### config.mk
export PLATFORM = sky130hd
export DESIGN_NAME = vga_frame_sequencer_flat
export DESIGN_NICKNAME = d
export VERILOG_FILES = /design/src/rtl/vga_frame_sequencer_pkg.sv /design/src/rtl/vga_frame_sequencer_if.sv /design/src/rtl/vga_frame_sequencer_pix_ce_gen.sv /design/src/rtl/vga_frame_sequencer.sv /design/src/flat_wrapper.sv
export SDC_FILE = /design/constraint.sdc
export NUM_CORES = 1
export LEC_CHECK = 0
export BUFFER_PORTS_ARGS = -buffer_cell sky130_fd_sc_hd__clkbuf_2
export CORE_AREA = 2 2 64 79
export CTS_CLUSTER_SIZE = 14
export DETAILED_ROUTE_END_ITERATION = 16
export DIE_AREA = 0 0 66 81
export PLACE_DENSITY = 0.86
export REMOVE_ABC_BUFFERS = 1
export SLEW_MARGIN = 20
export SYNTH_ARGS = -nofsm -noshare
export SYNTH_HDL_FRONTEND = slang
export SYNTH_SLANG_ARGS = --single-unit
### constraint.sdc
create_clock -name Clk_100M -period 7.15 [get_ports Clk_100M]
set_clock_uncertainty 0.15 [all_clocks]
set_input_delay 2.145 -clock Clk_100M [delete_from_list [all_inputs] [get_ports Clk_100M]]
set_output_delay 2.145 -clock Clk_100M [all_outputs]
set_load 0.1 [all_outputs]
### src/rtl/vga_frame_sequencer_pkg.sv
// Shared VGA timing defaults, coordinate type and scheduler state encoding
// for the frame sequencer.
package vga_frame_sequencer_pkg;

    localparam int COORD_W = 10;
    typedef logic [COORD_W-1:0] coord_t;

    // 640x480@60Hz with a 25 MHz pixel rate
    localparam int DEF_CLK_DIV  = 4;
    localparam int DEF_H_ACTIVE = 640;
    localparam int DEF_H_FP     = 16;
    localparam int DEF_H_SYNC   = 96;
    localparam int DEF_H_BP     = 48;
    localparam int DEF_V_ACTIVE = 480;
    localparam int DEF_V_FP     = 10;
    localparam int DEF_V_SYNC   = 2;
    localparam int DEF_V_BP     = 33;
    localparam int DEF_H_TOTAL  = DEF_H_ACTIVE + DEF_H_FP + DEF_H_SYNC + DEF_H_BP;
    localparam int DEF_V_TOTAL  = DEF_V_ACTIVE + DEF_V_FP + DEF_V_SYNC + DEF_V_BP;

    typedef enum logic {
        SCHED_IDLE = 1'b0,
        SCHED_REQ  = 1'b1
    } sched_state_e;

endpackage

### src/rtl/vga_frame_sequencer_if.sv
// Video timing outputs plus the generation req/ack handshake towards the
// cell-update engine.
interface vga_frame_sequencer_if;
    import vga_frame_sequencer_pkg::*;

    logic         pix_ce;
    logic         hsync;
    logic         vsync;
    logic         video_on;
    coord_t       pix_x;
    coord_t       pix_y;
    logic         frame_start;
    // gen_req rises when a generation is due and stays high until the engine
    // returns gen_ack=1; gen_req drops the cycle after ack is sampled, and an
    // ack while gen_req=0 has no effect.
    logic         gen_req;
    logic         gen_ack;
    logic         gen_overrun;
    sched_state_e sched_state;

    modport master (
        output pix_ce, hsync, vsync, video_on, pix_x, pix_y, frame_start,
        output gen_req, gen_overrun, sched_state,
        input  gen_ack
    );

    modport slave (
        input  pix_ce, hsync, vsync, video_on, pix_x, pix_y, frame_start,
        input  gen_req, gen_overrun, sched_state,
        output gen_ack
    );

endinterface

### src/rtl/vga_frame_sequencer_pix_ce_gen.sv
// Pixel clock-enable divider: one pix_ce pulse every CLK_DIV system clocks
// while en is high; the count freezes while en is low.
module vga_frame_sequencer_pix_ce_gen #(
    parameter int CLK_DIV = 4
) (
    input  logic Clk_100M,
    input  logic Rst_n,
    input  logic en,
    output logic pix_ce
);

    localparam int DW = $clog2(CLK_DIV);
    localparam logic [DW-1:0] DIV_LAST = DW'(CLK_DIV - 1);

    logic [DW-1:0] div_cnt;

    always_ff @(posedge Clk_100M or negedge Rst_n) begin
        if (!Rst_n) begin
            div_cnt <= '0;
        end else if (en) begin
            div_cnt <= (div_cnt == DIV_LAST) ? '0 : div_cnt + DW'(1);
        end
    end

    assign pix_ce = en && (div_cnt == DIV_LAST);

endmodule

### src/rtl/vga_frame_sequencer.sv
// VGA raster timing generator with a vertical-blank scheduler that requests
// Game-of-Life generation updates over a req/ack handshake.
module vga_frame_sequencer
    import vga_frame_sequencer_pkg::*;
#(
    parameter int CLK_DIV    = DEF_CLK_DIV,
    parameter int H_ACTIVE   = DEF_H_ACTIVE,
    parameter int H_FP       = DEF_H_FP,
    parameter int H_SYNC     = DEF_H_SYNC,
    parameter int H_BP       = DEF_H_BP,
    parameter int V_ACTIVE   = DEF_V_ACTIVE,
    parameter int V_FP       = DEF_V_FP,
    parameter int V_SYNC     = DEF_V_SYNC,
    parameter int V_BP       = DEF_V_BP,
    parameter bit SYNC_POL   = 1'b0,
    parameter int GEN_FRAMES = 30
) (
    input  logic                  Clk_100M,
    input  logic                  Rst_n,
    input  logic                  en,
    input  logic                  run,
    input  logic                  step,
    vga_frame_sequencer_if.master bus
);

    localparam int     H_TOTAL = H_ACTIVE + H_FP + H_SYNC + H_BP;
    localparam int     V_TOTAL = V_ACTIVE + V_FP + V_SYNC + V_BP;
    localparam coord_t H_LAST  = coord_t'(H_TOTAL - 1);
    localparam coord_t V_LAST  = coord_t'(V_TOTAL - 1);
    localparam coord_t H_ACT   = coord_t'(H_ACTIVE);
    localparam coord_t V_ACT   = coord_t'(V_ACTIVE);
    localparam coord_t HS_BEG  = coord_t'(H_ACTIVE + H_FP);
    localparam coord_t HS_END  = coord_t'(H_ACTIVE + H_FP + H_SYNC - 1);
    localparam coord_t VS_BEG  = coord_t'(V_ACTIVE + V_FP);
    localparam coord_t VS_END  = coord_t'(V_ACTIVE + V_FP + V_SYNC - 1);
    localparam logic [7:0] GEN_LAST = 8'(GEN_FRAMES - 1);

    logic         pix_ce;
    coord_t       pix_x, pix_y, nx, ny;
    logic         hsync, vsync, video_on, frame_start;
    logic         vblank_start, run_trig, trigger;
    logic [7:0]   frame_cnt;
    logic         step_pending;
    logic         gen_req, gen_overrun;
    sched_state_e state;

    vga_frame_sequencer_pix_ce_gen #(.CLK_DIV(CLK_DIV)) u_pix_ce_gen (
        .Clk_100M (Clk_100M),
        .Rst_n    (Rst_n),
        .en       (en),
        .pix_ce   (pix_ce)
    );

    always_comb begin
        nx = (pix_x == H_LAST) ? '0 : pix_x + coord_t'(1);
        ny = pix_y;
        if (pix_x == H_LAST) begin
            ny = (pix_y == V_LAST) ? '0 : pix_y + coord_t'(1);
        end
    end

    assign vblank_start = pix_ce && (nx == '0) && (ny == V_ACT);
    assign run_trig     = vblank_start && run && (frame_cnt == GEN_LAST);
    assign trigger      = run_trig || (vblank_start && step_pending);

    // Decode from the next counts so sync/video land on the same edge as pix_x/pix_y.
    always_ff @(posedge Clk_100M or negedge Rst_n) begin
        if (!Rst_n) begin
            pix_x       <= H_LAST;
            pix_y       <= V_LAST;
            hsync       <= ~SYNC_POL;
            vsync       <= ~SYNC_POL;
            video_on    <= 1'b0;
            frame_start <= 1'b0;
        end else begin
            frame_start <= pix_ce && (nx == '0) && (ny == '0);
            if (pix_ce) begin
                pix_x    <= nx;
                pix_y    <= ny;
                hsync    <= ((nx >= HS_BEG) && (nx <= HS_END)) ? SYNC_POL : ~SYNC_POL;
                vsync    <= ((ny >= VS_BEG) && (ny <= VS_END)) ? SYNC_POL : ~SYNC_POL;
                video_on <= (nx < H_ACT) && (ny < V_ACT);
            end
        end
    end

    always_ff @(posedge Clk_100M or negedge Rst_n) begin
        if (!Rst_n) begin
            state        <= SCHED_IDLE;
            gen_req      <= 1'b0;
            gen_overrun  <= 1'b0;
            frame_cnt    <= '0;
            step_pending <= 1'b0;
        end else begin
            if (step) begin
                step_pending <= 1'b1;
            end else if (vblank_start) begin
                step_pending <= 1'b0;
            end

            if (!run) begin
                frame_cnt <= '0;
            end else if (vblank_start) begin
                frame_cnt <= (frame_cnt == GEN_LAST) ? '0 : frame_cnt + 8'd1;
            end

            case (state)
                SCHED_IDLE: begin
                    if (trigger) begin
                        state   <= SCHED_REQ;
                        gen_req <= 1'b1;
                    end
                end
                SCHED_REQ: begin
                    // An ack coinciding with a new trigger hands over to the new request.
                    if (trigger && !bus.gen_ack) begin
                        gen_overrun <= 1'b1;
                    end
                    if (bus.gen_ack && !trigger) begin
                        state   <= SCHED_IDLE;
                        gen_req <= 1'b0;
                    end
                end
                default: begin
                    state   <= SCHED_IDLE;
                    gen_req <= 1'b0;
                end
            endcase
        end
    end

    assign bus.pix_ce      = pix_ce;
    assign bus.hsync       = hsync;
    assign bus.vsync       = vsync;
    assign bus.video_on    = video_on;
    assign bus.pix_x       = pix_x;
    assign bus.pix_y       = pix_y;
    assign bus.frame_start = frame_start;
    assign bus.gen_req     = gen_req;
    assign bus.gen_overrun = gen_overrun;
    assign bus.sched_state = state;

endmodule

### src/flat_wrapper.sv
// flat-port wrapper written by rule: the top's interface ports become plain ports
module vga_frame_sequencer_flat import vga_frame_sequencer_pkg::*;
#(
    parameter int CLK_DIV    = DEF_CLK_DIV,
    parameter int H_ACTIVE   = DEF_H_ACTIVE,
    parameter int H_FP       = DEF_H_FP,
    parameter int H_SYNC     = DEF_H_SYNC,
    parameter int H_BP       = DEF_H_BP,
    parameter int V_ACTIVE   = DEF_V_ACTIVE,
    parameter int V_FP       = DEF_V_FP,
    parameter int V_SYNC     = DEF_V_SYNC,
    parameter int V_BP       = DEF_V_BP,
    parameter bit SYNC_POL   = 1'b0,
    parameter int GEN_FRAMES = 30
)
  (Clk_100M, Rst_n, en, run, step, bus_pix_ce, bus_hsync, bus_vsync, bus_video_on, bus_pix_x, bus_pix_y, bus_frame_start, bus_gen_req, bus_gen_overrun, bus_sched_state, bus_gen_ack);
  vga_frame_sequencer_if bus_i ();
  input  logic Clk_100M;
  input  logic Rst_n;
  input  logic en;
  input  logic run;
  input  logic step;
  output wire logic [$bits(bus_i.pix_ce)-1:0] bus_pix_ce;
  output wire logic [$bits(bus_i.hsync)-1:0] bus_hsync;
  output wire logic [$bits(bus_i.vsync)-1:0] bus_vsync;
  output wire logic [$bits(bus_i.video_on)-1:0] bus_video_on;
  output wire logic [$bits(bus_i.pix_x)-1:0] bus_pix_x;
  output wire logic [$bits(bus_i.pix_y)-1:0] bus_pix_y;
  output wire logic [$bits(bus_i.frame_start)-1:0] bus_frame_start;
  output wire logic [$bits(bus_i.gen_req)-1:0] bus_gen_req;
  output wire logic [$bits(bus_i.gen_overrun)-1:0] bus_gen_overrun;
  output wire logic [$bits(bus_i.sched_state)-1:0] bus_sched_state;
  input wire logic [$bits(bus_i.gen_ack)-1:0] bus_gen_ack;
  assign bus_pix_ce = bus_i.pix_ce;
  assign bus_hsync = bus_i.hsync;
  assign bus_vsync = bus_i.vsync;
  assign bus_video_on = bus_i.video_on;
  assign bus_pix_x = bus_i.pix_x;
  assign bus_pix_y = bus_i.pix_y;
  assign bus_frame_start = bus_i.frame_start;
  assign bus_gen_req = bus_i.gen_req;
  assign bus_gen_overrun = bus_i.gen_overrun;
  assign bus_sched_state = bus_i.sched_state;
  assign bus_i.gen_ack = bus_gen_ack;
  vga_frame_sequencer #(.CLK_DIV(CLK_DIV), .H_ACTIVE(H_ACTIVE), .H_FP(H_FP), .H_SYNC(H_SYNC), .H_BP(H_BP), .V_ACTIVE(V_ACTIVE), .V_FP(V_FP), .V_SYNC(V_SYNC), .V_BP(V_BP), .SYNC_POL(SYNC_POL), .GEN_FRAMES(GEN_FRAMES)) u_core (.Clk_100M(Clk_100M), .Rst_n(Rst_n), .en(en), .run(run), .step(step), .bus(bus_i));
endmodule
==> results of run 1 <==
[layout by cell type, fill, tap and decap left out, drive strengths merged, types with 5 or more instances in the layout]
master / count
dfrtp: 26
inv: 13
o21ai: 24
nand3: 15
a21oi: 17
dfstp: 12
nand2: 32
clkbuf: 39
nor2: 22
or4: 9
or3: 5
nand4: 9
and3: 5
xnor2: 8
ha: 8
o31ai: 7
nor3: 7
[metal layers]
metal,vias to the layer above,track usage (%)
li1,1095,-
met1,1092,27.8
met2,65,40.1
met3,7,4.29
met4,0,5.10
met5,-,0
[where the power goes]
part | internal (mW) | leakage (nW) | switching [mW]
clock network | 0.149 | 0.0714 | 0.0793
logic | 0.0488 | 0.638 | 0.197
registers | 0.248 | 0.452 | 0.0405
[state kept, by name, indices dropped and copies added, names as in the netlist, 2 cells and up]
register	flops
u_core.u_pix_ce_gen.div_cnt	2
u_core.frame_cnt	8
u_core.bus.pix_y	10
u_core.bus.pix_x	10
[cell families (layout without fill, tap and decap cells)]
group | count (synthesis) | after routing | synth area share [%]
flip-flops | 38 | 38 | 39.3
multiplexers | 4 | 4 | 1.78
XOR/XNOR | 12 | 12 | 4.28
buffers and inverters | 31 | 56 | 5.76
AO/OA/AOI/OAI | 68 | 68 | 17.6
AND/OR/NAND/NOR | 127 | 127 | 27.2
adder cells (fa/ha/maj) | 8 | 8 | 4.08
[final cells by class]
| class | count | area [um2] | area share, % |
|---|---|---|---|
| Clock buffer | 6 | 82.6 | 2.99 |
| Tap cell | 60 | 75.1 | 2.72 |
| Timing Repair Buffer | 35 | 180 | 6.53 |
| Clock inverter | 2 | 60.1 | 2.18 |
| Sequential cell | 38 | 966 | 35.0 |
| Multi-Input combinational cell | 219 | 1350 | 48.8 |
| Inverter | 13 | 48.8 | 1.77 |
[critical path: cells and delay by family]
family | cells | cell delay, ps
buffers and inverters | 4 | 1160
AND/OR/NAND/NOR | 1 | 50
[per-stage QoR]
stage | std cells | setup slack [ps] | util, % | cell area [um2]
final | 373 | 1480 | 58.8 | 2760
after floorplan | 270 | 1630 | - | 2360
after CTS | 373 | 1500 | 58.8 | 2760
after global placement | 365 | 1520 | 55.8 | 2620
after global routing | 373 | 1430 | 58.8 | 2760
after detailed placement | 365 | 1500 | 55.8 | 2620
[worst paths after layout]
| check | start | end | slack, ps | depth (start not counted) |
|---|---|---|---|---|
| setup reg to reg | u_core.bus.pix_x[1] | u_core.frame_cnt[7] | 3220 | 8 |
| setup / recovery | en | bus_pix_ce | 1480 | 5 |
| min in group asynchronous | Rst_n | u_core.frame_cnt[6] | 1830 | 1 |
| hold reg to reg | u_core.bus.gen_overrun | u_core.bus.gen_overrun | 320 | 1 |
| max in group asynchronous | Rst_n | u_core.bus.frame_start | 4440 | 1 |
| hold / removal | u_core.bus.gen_overrun | u_core.bus.gen_overrun | 320 | 1 |
==> run_summary.xml, run 1 <==
<?xml version="1.0" encoding="UTF-8"?>
<metrics>
  <group name="drt">
    <metric name="dr_wl_met3" unit="um">281</metric>
    <metric name="via_count" unit="">2259</metric>
    <metric name="ant_nets" unit="">0</metric>
    <metric name="route.final.wire_length" unit="um">5510</metric>
    <metric name="route.detailed.wl_per_inst" unit="um">14.8</metric>
    <metric name="drt_pass1_iterations" unit="">4</metric>
    <metric name="post-route-drc-count" unit="">0</metric>
    <metric name="via_density" unit="">6.06</metric>
    <metric name="detailroute.wirelength.met2" unit="um">2860</metric>
    <metric name="top_layer" unit="">met4</metric>
    <metric name="wl_met1" unit="um">2330</metric>
    <metric name="initialDrtViolationCount" unit="">145</metric>
  </group>
  <group name="clock_tree">
    <metric name="insertion_delay" unit="ps">300</metric>
    <metric name="cts_tree" unit="">yes</metric>
    <metric name="cts.root.buffer_cell" unit="">sky130_fd_sc_hd__clkbuf_8</metric>
    <metric name="path_clk_slew" unit="ps">80</metric>
    <metric name="numClockSinks" unit="">38</metric>
    <metric name="cts.htree.levels" unit="">2</metric>
    <metric name="cts-hold-fix-buffers" unit="">0</metric>
    <metric name="cts_buffers" unit="">5</metric>
    <metric name="cts_setup_buffers" unit="">0</metric>
    <metric name="cts_repair_resize_count" unit="">0</metric>
    <metric name="cts-root-to-sink-buffers" unit="">2</metric>
  </group>
  <group name="worst_setup_path">
    <metric name="type_of_the_worst_setup_path" unit="">primary input to output pin</metric>
    <metric name="worstSetupEndpointType" unit="">output pin</metric>
    <metric name="timing.critical_path.slowest_cell_delay" unit="ps">530</metric>
    <metric name="worstPathCellList" unit="">clkbuf_2 -&gt; nand2_1 -&gt; buf_4 -&gt; inv_1 -&gt; clkbuf_2</metric>
    <metric name="critical_path_cell_with_the_highest_stage_delay" unit="">sky130_fd_sc_hd__clkbuf_2</metric>
    <metric name="worstPathArrival" unit="ps">3370</metric>
    <metric name="worst-path-max-fanout" unit="">19</metric>
    <metric name="critical_path.startpoint_type" unit="">primary input</metric>
    <metric name="cell_occurring_most_often_along_the_worst_timing_path" unit="">sky130_fd_sc_hd__clkbuf_2</metric>
    <metric name="crit_required" unit="ps">4860</metric>
  </group>
  <group name="pwr">
    <metric name="totalPowerFinal" unit="mW">0.763</metric>
    <metric name="ir_worst_vdd" unit="V">0.000217</metric>
    <metric name="leakage_power" unit="nW">1.16</metric>
    <metric name="powerDensity" unit="nW/um2">276</metric>
  </group>
  <group name="sta">
    <metric name="fmaxAchievable" unit="MHz">176</metric>
    <metric name="final_period_minus_worst_setup_slack" unit="ps">5670</metric>
    <metric name="slew-limit-headroom" unit="%">37.6</metric>
    <metric name="fin_hold_ws" unit="ps">320</metric>
    <metric name="setup-tns-final" unit="ps">0</metric>
    <metric name="setup-violations-final" unit="">0</metric>
    <metric name="min_period_over_period" unit="%">79.3</metric>
    <metric name="final-max-slew-violation-count" unit="">0</metric>
    <metric name="final-hold-violation-count" unit="">0</metric>
    <metric name="actual_slew_at_the_worst_max_slew_pin" unit="ps">935</metric>
    <metric name="setup_repair_after_global_routing_missed_its_margin" unit="">no</metric>
  </group>
  <group name="synthesis">
    <metric name="synth.ff_latch_count" unit="">38</metric>
    <metric name="instance_count_of_the_mapped_netlist" unit="">288</metric>
    <metric name="synth.largest_area_cell" unit="">sky130_fd_sc_hd__dfrtp_1</metric>
    <metric name="most_numerous_cell_in_the_yosys_netlist" unit="">sky130_fd_sc_hd__nand2_1</metric>
    <metric name="syn_area_per_cell" unit="um2">8.52</metric>
    <metric name="fraction_of_registers_with_async_set_or_reset_after_synthesis" unit="%">100</metric>
    <metric name="synth_top_cell_area_share" unit="%">26.5</metric>
    <metric name="synth_cell_types" unit="">45</metric>
    <metric name="synth-edff-count" unit="">0</metric>
    <metric name="synth_warnings" unit="">0</metric>
    <metric name="syn-cell-area" unit="um2">2450</metric>
    <metric name="synth_seq_area_share" unit="%">39.3</metric>
    <metric name="post_synth_main_area_contributors" unit="">sky130_fd_sc_hd__dfrtp_1 27%, sky130_fd_sc_hd__dfstp_2 13%, sky130_fd_sc_hd__o21ai_0 4.9%</metric>
    <metric name="synth.top_cells.by_count" unit="">32 x sky130_fd_sc_hd__nand2_1, 26 x sky130_fd_sc_hd__dfrtp_1, 24 x sky130_fd_sc_hd__o21ai_0</metric>
    <metric name="leading_register_cell_type_out_of_synthesis" unit="">sky130_fd_sc_hd__dfrtp_1</metric>
  </group>
  <group name="grt">
    <metric name="globalRouteOverflowTotal" unit="">0</metric>
    <metric name="grt_pass1_vias" unit="">2111</metric>
    <metric name="grt.total_usage" unit="%">22.4</metric>
    <metric name="grt_pass1_wl" unit="um">9540</metric>
    <metric name="antenna_found_initial" unit="">0</metric>
    <metric name="grt_start_max_net_pins" unit="">39</metric>
  </group>
  <group name="place">
    <metric name="place.port_buffers" unit="">33</metric>
    <metric name="gpl.final_weighted_congestion" unit="">0.927</metric>
    <metric name="dp_hpwl" unit="um">3900</metric>
  </group>
  <group name="cells_and_area">
    <metric name="final_nets" unit="">326</metric>
    <metric name="layout-area-overhead-vs-synth" unit="%">12.4</metric>
    <metric name="final.fill_count" unit="">444</metric>
    <metric name="antenna_cells_inserted" unit="">0</metric>
    <metric name="drive_gt1_share" unit="%">19.8</metric>
  </group>
  <group name="floorplanning">
    <metric name="ioPinCount" unit="">34</metric>
    <metric name="die_ht" unit="um">81</metric>
    <metric name="num_rows" unit="">28</metric>
    <metric name="core_region_area" unit="um2">4690</metric>
    <metric name="start_util" unit="%">52.3</metric>
    <metric name="die-area" unit="um2">5350</metric>
    <metric name="die_width" unit="um">66</metric>
  </group>
  <group name="run">
    <metric name="max_cap_viol_count" unit="">0</metric>
  </group>
  <group name="min_path">
    <metric name="min-delay-path-class" unit="">flip-flop to flip-flop</metric>
  </group>
  <group name="run_status">
    <metric name="outcome" unit="">complete, no violations</metric>
  </group>
</metrics>
No activity file was read; power rests on OpenSTA's default activity.
==> run 2: changes to the inputs <==
ABC_AREA = 1   (was default)
CORE_AREA = 2 2 66 81   (was 2 2 64 79)
DIE_AREA = 0 0 68 83   (was 0 0 66 81)
PLACE_DENSITY = 0.85   (was 0.86)
clock period = 5.6 ns   (was 7.15 ns; I/O delays follow)
==> run_summary.xml, run 2 <==
<?xml version="1.0" encoding="UTF-8"?>
<metrics>
  <group name="run_status">
    <metric name="outcome" unit="">complete, no violations</metric>
  </group>
  <group name="synthesis">
    <metric name="synth.top_cells.by_count" unit="">105 x sky130_fd_sc_hd__nand2_1, 44 x sky130_fd_sc_hd__inv_1, 31 x sky130_fd_sc_hd__nor2_1</metric>
    <metric name="leading_register_cell_type_out_of_synthesis" unit="">sky130_fd_sc_hd__dfrtp_1</metric>
    <metric name="muxShareOfSynthArea" unit="%">0.436</metric>
    <metric name="post_synth_xor_area_fraction" unit="%">1.69</metric>
    <metric name="synth_seq_area_share" unit="%">37.4</metric>
    <metric name="most_numerous_cell_in_the_yosys_netlist" unit="">sky130_fd_sc_hd__nand2_1</metric>
    <metric name="post_synth_main_area_contributors" unit="">sky130_fd_sc_hd__dfrtp_1 25%, sky130_fd_sc_hd__nand2_1 15%, sky130_fd_sc_hd__dfstp_2 12%</metric>
    <metric name="synth.ff_latch_count" unit="">38</metric>
    <metric name="synth-edff-count" unit="">0</metric>
    <metric name="post_synth_and_or_nand_nor_area_fraction" unit="%">40.6</metric>
    <metric name="synth_warnings" unit="">0</metric>
    <metric name="instance_count_of_the_mapped_netlist" unit="">355</metric>
    <metric name="synth_compound_gate_area_share" unit="%">8.23</metric>
    <metric name="syn-cell-area" unit="um2">2580</metric>
    <metric name="synth_adder_area_share" unit="%">3.87</metric>
    <metric name="synth_cell_types" unit="">35</metric>
    <metric name="syn_area_per_cell" unit="um2">7.28</metric>
    <metric name="fraction_of_registers_with_async_set_or_reset_after_synthesis" unit="%">100</metric>
    <metric name="synth_top_family_by_area" unit="">simple AND/OR/NAND/NOR gates</metric>
    <metric name="synth.largest_area_cell" unit="">sky130_fd_sc_hd__dfrtp_1</metric>
    <metric name="synth_top_cell_area_share" unit="%">25.2</metric>
  </group>
  <group name="floorplanning">
    <metric name="die_ht" unit="um">83</metric>
    <metric name="start_util" unit="%">53.5</metric>
    <metric name="num_rows" unit="">28</metric>
    <metric name="core_region_area" unit="um2">4830</metric>
    <metric name="die_width" unit="um">68</metric>
    <metric name="ioPinCount" unit="">34</metric>
    <metric name="die-area" unit="um2">5640</metric>
  </group>
  <group name="clock_tree">
    <metric name="numClockSinks" unit="">38</metric>
    <metric name="cts_repair_resize_count" unit="">0</metric>
    <metric name="cts.root.buffer_cell" unit="">sky130_fd_sc_hd__clkbuf_8</metric>
    <metric name="cts-root-to-sink-buffers" unit="">2</metric>
    <metric name="cts_setup_buffers" unit="">0</metric>
    <metric name="cts-hold-fix-buffers" unit="">0</metric>
    <metric name="path_clk_slew" unit="ps">70</metric>
    <metric name="cts.htree.levels" unit="">2</metric>
    <metric name="cts_tree" unit="">yes</metric>
    <metric name="cts_buffers" unit="">5</metric>
    <metric name="insertion_delay" unit="ps">290</metric>
  </group>
  <group name="grt">
    <metric name="grt_pass1_wl" unit="um">9590</metric>
    <metric name="grt_start_max_net_pins" unit="">39</metric>
    <metric name="grt_pass1_vias" unit="">2234</metric>
    <metric name="grt.total_usage" unit="%">21.3</metric>
    <metric name="antenna_found_initial" unit="">0</metric>
    <metric name="globalRouteOverflowTotal" unit="">0</metric>
  </group>
  <group name="worst_setup_path">
    <metric name="worst-path-max-fanout" unit="">12</metric>
    <metric name="r2r_setup_slack" unit="ps">2780</metric>
    <metric name="worstSetupEndpointType" unit="">output pin</metric>
    <metric name="startpoint" unit="">en</metric>
    <metric name="r2r-start" unit="">u_core.bus.pix_x[1]</metric>
    <metric name="worstSetupEndpoint" unit="">bus_pix_ce</metric>
    <metric name="rr_endpoint" unit="">u_core.frame_cnt[2]</metric>
    <metric name="critical_path.startpoint_type" unit="">primary input</metric>
    <metric name="r2r.worst_path.cells" unit="">12</metric>
    <metric name="crit_required" unit="ps">3770</metric>
    <metric name="worstPathArrival" unit="ps">2740</metric>
    <metric name="type_of_the_worst_setup_path" unit="">primary input to output pin</metric>
  </group>
  <group name="sta">
    <metric name="final_period_minus_worst_setup_slack" unit="ps">4570</metric>
    <metric name="min_period_over_period" unit="%">81.7</metric>
    <metric name="setup_repair_after_global_routing_missed_its_margin" unit="">no</metric>
    <metric name="final-max-slew-violation-count" unit="">0</metric>
    <metric name="post-route-worst-setup-slack" unit="ps">1030</metric>
    <metric name="fmaxAchievable" unit="MHz">219</metric>
    <metric name="slew-limit-headroom" unit="%">39.2</metric>
    <metric name="actual_slew_at_the_worst_max_slew_pin" unit="ps">912</metric>
    <metric name="final-hold-violation-count" unit="">0</metric>
    <metric name="setup-tns-final" unit="ps">0</metric>
    <metric name="setup-violations-final" unit="">0</metric>
  </group>
  <group name="drt">
    <metric name="route.final.wire_length" unit="um">5480</metric>
    <metric name="route.detailed.wl_per_inst" unit="um">12.2</metric>
    <metric name="ant_nets" unit="">0</metric>
    <metric name="drt_pass1_iterations" unit="">4</metric>
    <metric name="post-route-drc-count" unit="">0</metric>
    <metric name="initialDrtViolationCount" unit="">156</metric>
    <metric name="via_count" unit="">2411</metric>
    <metric name="via_density" unit="">5.36</metric>
  </group>
  <group name="cells_and_area">
    <metric name="layout-area-overhead-vs-synth" unit="%">11.4</metric>
    <metric name="leading_cell_type_in_the_layout_fill_and_taps_excluded" unit="">sky130_fd_sc_hd__nand2_1</metric>
    <metric name="layout_top_registers" unit="">u_core.bus.pix_x (10), u_core.bus.pix_y (10), u_core.frame_cnt (8)</metric>
    <metric name="drive_gt1_share" unit="%">19.7</metric>
    <metric name="final_core_utilization" unit="%">59.5</metric>
    <metric name="final.fill_count" unit="">464</metric>
    <metric name="mostFrequentLayoutCells" unit="">105 x sky130_fd_sc_hd__nand2_1, 44 x sky130_fd_sc_hd__inv_1, 33 x sky130_fd_sc_hd__clkbuf_2</metric>
    <metric name="combined_area_of_the_multi_input_logic_cells" unit="um2">1420</metric>
    <metric name="antenna_cells_inserted" unit="">0</metric>
    <metric name="area_taken_by_flip_flops_and_latches" unit="um2">966</metric>
    <metric name="final_nets" unit="">403</metric>
  </group>
  <group name="pwr">
    <metric name="ir_worst_vdd" unit="V">0.000376</metric>
    <metric name="powerDensity" unit="nW/um2">337</metric>
    <metric name="totalPowerFinal" unit="mW">0.971</metric>
    <metric name="leakage_power" unit="nW">1.50</metric>
  </group>
  <group name="run">
    <metric name="max_cap_viol_count" unit="">0</metric>
  </group>
  <group name="place">
    <metric name="dp_hpwl" unit="um">4160</metric>
    <metric name="place_worst_setup_slack" unit="ps">1010</metric>
    <metric name="place.port_buffers" unit="">33</metric>
    <metric name="gpl.final_weighted_congestion" unit="">0.899</metric>
  </group>
  <group name="min_path">
    <metric name="min-delay-path-class" unit="">flip-flop to flip-flop</metric>
  </group>
</metrics>
[run 2: cells by family (layout without fill, tap and decap cells)]
logic type      after synthesis  count (layout)
flops                        38              38
simple gates                213             213
buf+inv                      51              86
compound gates               39              39
mux                           1               1
fa+ha+maj                     8               8
xor+xnor                      5               5
[run 2: how the worst min path moves through the flow]
stage                                to  depth (start not counted)                start
floorplan           u_core.step_pending                          2  u_core.step_pending
global placement    u_core.step_pending                          2  u_core.step_pending
detailed placement  u_core.step_pending                          2  u_core.step_pending
CTS                 u_core.step_pending                          2  u_core.step_pending
global route        u_core.step_pending                          2  u_core.step_pending
finish              u_core.step_pending                          2  u_core.step_pending
[run 2: layer usage]
layer | global-route usage [%] | vias to the layer above | wire [um]
met5 | 0 | - | 0
met4 | 8.91 | 0 | 141
met3 | 3.25 | 15 | 224
met2 | 34.9 | 55 | 2810
met1 | 27.2 | 1121 | 2310
li1 | - | 1220 | -
[run 2: final cells by class]
cell class                      instances  area share (%)
Inverter                               44            5.74
Clock inverter                          1           0.261
Timing Repair Buffer                   34            6.00
Sequential cell                        38            33.6
Clock buffer                            7            2.65
Multi-Input combinational cell        266            49.2
Tap cell                               60            2.61
[run 2: critical path: stages]
cell	delay, ps
sky130_fd_sc_hd__clkbuf_2	110
sky130_fd_sc_hd__nand2_1	150
sky130_fd_sc_hd__inv_1	280
sky130_fd_sc_hd__clkbuf_2	520
[run 2: through the flow]
stage                     hold slack [ps]  cell area (um2)  cells
after CTS                             327             2880    450
after global placement                301             2800    442
after detailed placement              311             2800    442
after global routing                  352             2880    450
after floorplan                       286             2550    348
final                                 319             2880    450
[run 2: power breakdown]
part | total [mW] | internal [mW] | switching, mW
Sequential | 0.368 | 0.319 | 0.0483
Clock | 0.182 | 0.0881 | 0.0937
Combinational | 0.421 | 0.0811 | 0.340
Total | 0.971 | 0.489 | 0.482
